===== src/rtl/imem_fetch.sv =====
// rtl/imem_fetch.sv - instruction memory with one-cycle synchronous fetch, response hold and programming port
module imem_fetch #(
    parameter int          DEPTH     = 64,
    parameter              INIT_FILE = "",
    parameter logic [31:0] NOP_WORD  = 32'h0000_0013
) (
    input  logic        clk,
    input  logic        reset,
    input  logic        req_valid,
    input  logic [31:0] req_addr,
    output logic        req_ready,
    output logic        rsp_valid,
    input  logic        rsp_ready,
    output logic [31:0] rsp_data,
    output logic [1:0]  rsp_fault,
    input  logic        prog_en,
    input  logic        prog_we,
    input  logic [31:0] prog_addr,
    input  logic [31:0] prog_wdata,
    output logic        prog_err
);

    localparam int IW = $clog2(DEPTH);

    localparam logic [1:0] FAULT_OK    = 2'b00;
    localparam logic [1:0] FAULT_ALIGN = 2'b01;
    localparam logic [1:0] FAULT_RANGE = 2'b10;

    typedef enum logic {
        EMPTY = 1'b0,
        FULL  = 1'b1
    } state_t;

    state_t      state;
    logic [31:0] mem [DEPTH];

    logic          accept;
    logic [IW-1:0] fetch_idx;
    logic          fetch_misaligned;
    logic          fetch_oor;
    logic [1:0]    fetch_fault;
    logic [31:0]   fetch_word;

    logic [IW-1:0] prog_idx;
    logic          prog_oor;
    logic          prog_write;
    logic          unused_prog_bits;

    // Default image is all NOPs.
    initial begin
        for (int i = 0; i < DEPTH; i++) begin
            mem[i] = 32'h0000_0013;
        end
    end

    assign req_ready = !prog_en && (state == EMPTY || rsp_ready);
    assign accept    = req_valid && req_ready;
    assign rsp_valid = (state == FULL);

    assign fetch_idx        = req_addr[IW+1:2];
    assign fetch_misaligned = (req_addr[1:0] != 2'b00);
    assign fetch_oor        = (req_addr[31:IW+2] != '0);

    always_comb begin
        fetch_fault = FAULT_OK;
        if (fetch_misaligned) begin
            fetch_fault = FAULT_ALIGN;
        end else if (fetch_oor) begin
            fetch_fault = FAULT_RANGE;
        end
    end

    assign fetch_word = (fetch_fault == FAULT_OK) ? mem[fetch_idx] : NOP_WORD;

    assign prog_idx         = prog_addr[IW+1:2];
    assign prog_oor         = (prog_addr[31:IW+2] != '0);
    assign prog_write       = prog_en && prog_we && !prog_oor;
    assign unused_prog_bits = ^prog_addr[1:0];

    // Memory has no reset; a write coinciding with reset assertion is dropped.
    always_ff @(posedge clk) begin
        if (!reset && prog_write) begin
            mem[prog_idx] <= prog_wdata;
        end
    end

    always_ff @(posedge clk or posedge reset) begin
        if (reset) begin
            state     <= EMPTY;
            rsp_data  <= 32'h0;
            rsp_fault <= FAULT_OK;
            prog_err  <= 1'b0;
        end else begin
            prog_err <= prog_en && prog_we && prog_oor;
            case (state)
                EMPTY: begin
                    if (accept) begin
                        rsp_data  <= fetch_word;
                        rsp_fault <= fetch_fault;
                        state     <= FULL;
                    end
                end
                FULL: begin
                    // Back-to-back accept replaces the word and stays FULL.
                    if (accept) begin
                        rsp_data  <= fetch_word;
                        rsp_fault <= fetch_fault;
                    end else if (rsp_ready) begin
                        state <= EMPTY;
                    end
                end
                default: state <= EMPTY;
            endcase
        end
    end

endmodule


===== config.mk =====
export PLATFORM = sky130hd
export DESIGN_NAME = imem_fetch
export DESIGN_NICKNAME = d
export VERILOG_FILES = /design/src/rtl/imem_fetch.sv
export SDC_FILE = /design/constraint.sdc
export NUM_CORES = 2
export LEC_CHECK = 0
export BUFFER_PORTS_ARGS = -buffer_cell sky130_fd_sc_hd__buf_2
export CORE_MARGIN = 4
export CORE_UTILIZATION = 40
export CTS_CLUSTER_DIAMETER = 80
export CTS_CLUSTER_SIZE = 28
export DETAILED_ROUTE_END_ITERATION = 8
export PLACE_DENSITY = 0.56
export SETUP_SLACK_MARGIN = 0.02
export SLEW_MARGIN = 20
export SYNTH_ARGS = -nofsm -noshare
export SYNTH_HDL_FRONTEND = slang
export SYNTH_SLANG_ARGS = --single-unit

===== constraint.sdc =====
create_clock -name clk -period 3.3 [get_ports clk]
set_clock_uncertainty 0.2 [all_clocks]
set_input_delay 0.33 -clock clk [delete_from_list [all_inputs] [get_ports clk]]
set_output_delay 0.33 -clock clk [all_outputs]
set_load 0.01 [all_outputs]

==> impl_summary.txt <==
----------------------------------------------------
[Timing]
  Final min period ... 2820 ps
  Worst slew pin tran ... 1120 ps
  Maximum achievable frequency ... 355 MHz
  Worst slew margin relative to its limit ... 25.4%
  Final setup violation count ... 0
  Final count of hold timing violations ... 0
  Final worst path period share ... 85.4%
  Unrepaired setup endpoints after global routing ... false
  Slew Viols, Final ... 0

[Hold path]
  WHS Endpoint ... mem[18][3]
  Hold WC Path Type ... in -> reg
  Number of instances on the worst hold path ... 1
  Startpoint of the tightest hold check path ... prog_wdata[3]

[Logic synthesis]
  Average cell area after synthesis ... 21.8 sq um
  Portion of netlist area occupied by mux cells ... 14.9%
  Simple-gate share of the synthesized area ... 1.87%
  Synthesized netlist cell count ... 3663
  Main combinational cell family by area after synthesis ... multiplexers
  Top cells by area, synth ... sky130_fd_sc_hd__edfxtp_1 (77%), sky130_fd_sc_hd__mux4_2 (11%), sky130_fd_sc_hd__mux2i_1 (3.1%)
  Count of unique library cells instantiated by Yosys ... 56
  Portion of synthesized cell area occupied by the leading cell type ... 77.1%
  Cell accounting for the most synthesized area ... sky130_fd_sc_hd__edfxtp_1
  Number of synthesized flops with an enable pin ... 2048
  Dominant register cell in the synthesized netlist ... sky130_fd_sc_hd__edfxtp_1
  Mapped cell area ... 0.0797 sq mm
  Fraction of synthesized cell area in xor and xnor cells ... 0%
  Net Count, Synth ... 3765
  Sequential area share after synthesis ... 78.3%
  Adder and majority gate portion of the synthesized area ... 0%
  Proportion of register bits with asynchronous set or reset after synthesis ... 1.73%
  Fraction of the mapped netlist area in compound gates ... 3.42%
  Number of register bits inferred by synthesis ... 2084
  Warnings, synthesis ... 0

[Critical path]
  Type of the worst setup path ... in -> reg
  Terminus of the critical flop-to-flop path ... rsp_data[0]
  Worst stage delay on the critical path ... 700 ps
  Element type at the critical path end ... flip-flop
  Type of element launching the critical path ... primary input
  Worst Reg2Reg Path Length in Cells ... 5
  WP data required ... 3760 ps
  Worst R2R Start ... rsp_valid
  Worst path cell trace ... dlygate4sd3_1, buf_2, nor2_1, dlygate4sd3_1, nand4_1, or3_2, or4_1, o221a_1
  Setup slack on the worst flop-to-flop path ... 740 ps
  Peak fanout along the critical path ... 8
  Most common cell type on the critical path ... sky130_fd_sc_hd__dlygate4sd3_1
  Master of the slowest instance on the critical path ... sky130_fd_sc_hd__or4_1
  CP Data Arrival Time ... 3270 ps

[Floorplan]
  Starting density of the core ... 40.3%
  Y dimension of the die ... 454 um
  Placeable core region ... 0.198 sq mm
  Die span in x ... 454 um
  Floorplan row count ... 163
  Area of the die ... 0.207 sq mm
  # IOs ... 139

[Place]
  Cells after DPL ... 6683
  Final weighted congestion of routability-driven global placement ... 0.839
  Detailed placement HPWL ... 140000 um
  Number of buffers added on ports ... 136
  Post-placement cell area ... 0.0886 sq mm

[Layout]
  Cell Count, Final, Fillers Out ... 6905
  Fraction of layout instances using a drive strength above 1 ... 30.2%
  Area of all placed cells without fillers ... 0.0924 sq mm
  Area growth from synthesis to layout ... 15.9%
  Nets ... 4281

[Pwr]
  Clk pwr share ... 32.3%
  Switch share ... 22.3%
  Lkg Pwr ... 0.0296 uW
  Power spent charging and discharging nets ... 10500 uW
  Power density of the placed cells ... 509 mW/mm^2
  Fraction of power consumed by sequential logic ... 61.7%
  Internal cell power ... 36500 uW
  Share of power burned in combinational logic ... 6.1%
  Maximum ir drop on the vdd rail ... 439 uV

[Clock network]
  Clock buffer depth ... 3
  TritonCTS clock tree ... yes
  Clock latency at the later pin of the worst-skew pair ... 780 ps
  Clock slew at reported path FFs ... 110 ps
  Number of CTS-inserted buffers ... 100
  Buffer cell driving the clock tree root ... sky130_fd_sc_hd__clkbuf_16
  Number of clock sinks ... 2084
  Cells resized by post-CTS repair ... 0
  Number of levels in the clock H-tree ... 3

[GRT]
  Met2 track demand over resource ... 33.8%
  Pin count of the biggest net entering global routing ... 65
  Most Crowded Layer GR ... met2
  Total global-route track usage ... 21.1%
  Number of global-route vias before repair ... 39656
  Sum of overflow across all layers after global routing ... 0
  Met3 Usage GRT ... 3.27%
  M1 GR Usage ... 30.5%
  Wire length of the first global-routing pass ... 309000 um
  Initial antenna violation count ... 30

[Route]
  Via count ... 39745
  Number of design rule violations left after detail routing ... 0
  TritonRoute pass-1 iters ... 5
  Average wire per cell in the routed design ... 31.7 um
  Total wire length ... 219000 um
  Number of vias per cell ... 5.76
  Count of nets left with antenna violations after detail routing ... 0
  DRC violation total after the first TritonRoute iteration ... 4138

[Status]
  Status ... finished, final reports clean

[Flow run]
  MaxCap Viol Count ... 0

----------------------------------------------------
==> cell families after synthesis <==
| kind of cell | count (synthesis) |
|---|---|
| buf+inv | 215 |
| mux | 692 |
| compound gates | 370 |
| flops | 2084 |
| simple gates | 302 |
==> cell usage after synthesis, types with 3 or more instances <==
| master | n |
|---|---|
| sky130_fd_sc_hd__mux2_2 | 56 |
| sky130_fd_sc_hd__a2111oi_0 | 31 |
| sky130_fd_sc_hd__a22oi_1 | 30 |
| sky130_fd_sc_hd__mux4_2 | 393 |
| sky130_fd_sc_hd__nand2_1 | 92 |
| sky130_fd_sc_hd__nand4_1 | 3 |
| sky130_fd_sc_hd__nand3_1 | 16 |
| sky130_fd_sc_hd__a22o_1 | 30 |
| sky130_fd_sc_hd__a31oi_1 | 3 |
| sky130_fd_sc_hd__nor2b_1 | 11 |
| sky130_fd_sc_hd__mux2i_1 | 243 |
| sky130_fd_sc_hd__a211oi_1 | 31 |
| sky130_fd_sc_hd__nand3b_1 | 4 |
| sky130_fd_sc_hd__or3_1 | 3 |
| sky130_fd_sc_hd__buf_6 | 25 |
| sky130_fd_sc_hd__o41ai_1 | 29 |
| sky130_fd_sc_hd__a21oi_1 | 24 |
| sky130_fd_sc_hd__a21o_1 | 28 |
| sky130_fd_sc_hd__o211ai_1 | 12 |
| sky130_fd_sc_hd__buf_4 | 28 |
| sky130_fd_sc_hd__nor2_1 | 104 |
| sky130_fd_sc_hd__clkbuf_1 | 78 |
| sky130_fd_sc_hd__buf_2 | 69 |
| sky130_fd_sc_hd__nor3_1 | 3 |
| sky130_fd_sc_hd__o22ai_1 | 86 |
| sky130_fd_sc_hd__o21ai_0 | 20 |
| sky130_fd_sc_hd__edfxtp_1 | 2048 |
| sky130_fd_sc_hd__a311o_1 | 3 |
| sky130_fd_sc_hd__and2_1 | 3 |
| sky130_fd_sc_hd__buf_1 | 9 |
| sky130_fd_sc_hd__nor4b_1 | 28 |
| sky130_fd_sc_hd__dfrtp_1 | 36 |
| sky130_fd_sc_hd__nor4_1 | 15 |
| sky130_fd_sc_hd__a221oi_1 | 32 |
| sky130_fd_sc_hd__inv_1 | 6 |
| sky130_fd_sc_hd__nand2b_1 | 7 |
==> worst max path at each step <==
stage                      startpoint      endpoint  slack [ps]  cells after the start
after global routing      req_addr[0]   rsp_data[0]         480                      8
after global placement    req_addr[2]  rsp_data[12]        -170                      8
after floorplan                 reset    mem[15][0]         100                      5
final                     req_addr[0]   rsp_data[0]         480                      8
after CTS                 req_addr[0]   rsp_data[0]         550                      8
after detailed placement  req_addr[2]  rsp_data[12]        -170                      8
==> state kept, by name (all words and copies together) (netlist names) <==
register	flops
rsp_fault	2
mem	2048
prog_err	1
rsp_data	32
rsp_valid	1
==> power groups by stage <==
stage | combinational [uW] | clock [uW] | sequential [uW]
floorplan | 1280 | 0 | 29600
global placement | 2810 | 0 | 29600
detailed placement | 2840 | 0 | 29600
CTS | 2870 | 15500 | 29000
global route | 3010 | 16600 | 29000
finish | 2850 | 15200 | 29000
==> per-stage QoR <==
stage | utilization [%] | power (uW) | setup TNS [ps] | setup slack (ps) | hold slack [ps]
after floorplan | - | 30900 | 0 | 95.2 | 87.7
after global placement | 44.8 | 32400 | -173 | -173 | 259
after detailed placement | 44.8 | 32500 | -167 | -167 | 274
after CTS | 46.6 | 47400 | 0 | 550 | 3.91
after global routing | 46.7 | 48600 | 0 | 478 | 42.8
final | 46.7 | 47100 | 0 | 482 | 22.8
==> cells in the final DEF, fill, tap and decap left out, drive strengths merged, types with 4 or more instances in the layout <==
cell,count
a2111oi,31
a211oi,31
a21o,28
a21oi,24
a221oi,32
a22o,30
a22oi,30
and2,4
buf,590
bufinv,4
clkbuf,127
clkinv,21
clkinvlp,6
dfrtp,36
dlygate4sd3,32
edfxtp,2048
inv,34
mux2,56
mux2i,243
mux4,393
nand2,92
nand2b,7
nand3,17
nand3b,6
nor2,104
nor2b,11
nor4,15
nor4b,28
o211ai,12
o21ai,22
o22ai,86
o41ai,29
==> final cells by class <==
class / count / area [sq um]
tap: 2640 / 3300
multi-input combinational: 1364 / 16700
fill: 16523 / 105000
clock inverter: 59 / 724
timing repair buffer: 623 / 6570
sequential: 2084 / 62400
inverter: 6 / 26.3
antenna: 3 / 7.51
clock buffer: 126 / 2660
==> layer usage <==
metal  share of wire [%]  vias up
met5              0.0059        -
met4                 2.7        2
met3                 6.9      200
met2                  48     1345
met1                  43    21713
li1                    -    16485
==> worst max-delay path, delay by kind of cell <==
| family | cells | cell delay, ps |
|---|---|---|
| AOI/OAI and AO/OA | 1 | 170 |
| buffers and inverters | 3 | 1210 |
| and+or+nand+nor | 4 | 1550 |
==> repair_timing <==
action | CTS | global route
hold buffers | 25 | 7
endpoints found under the hold margin | 578 | 285
setup buffers | 0 | 0
Power figures use the tool's default switching activity.
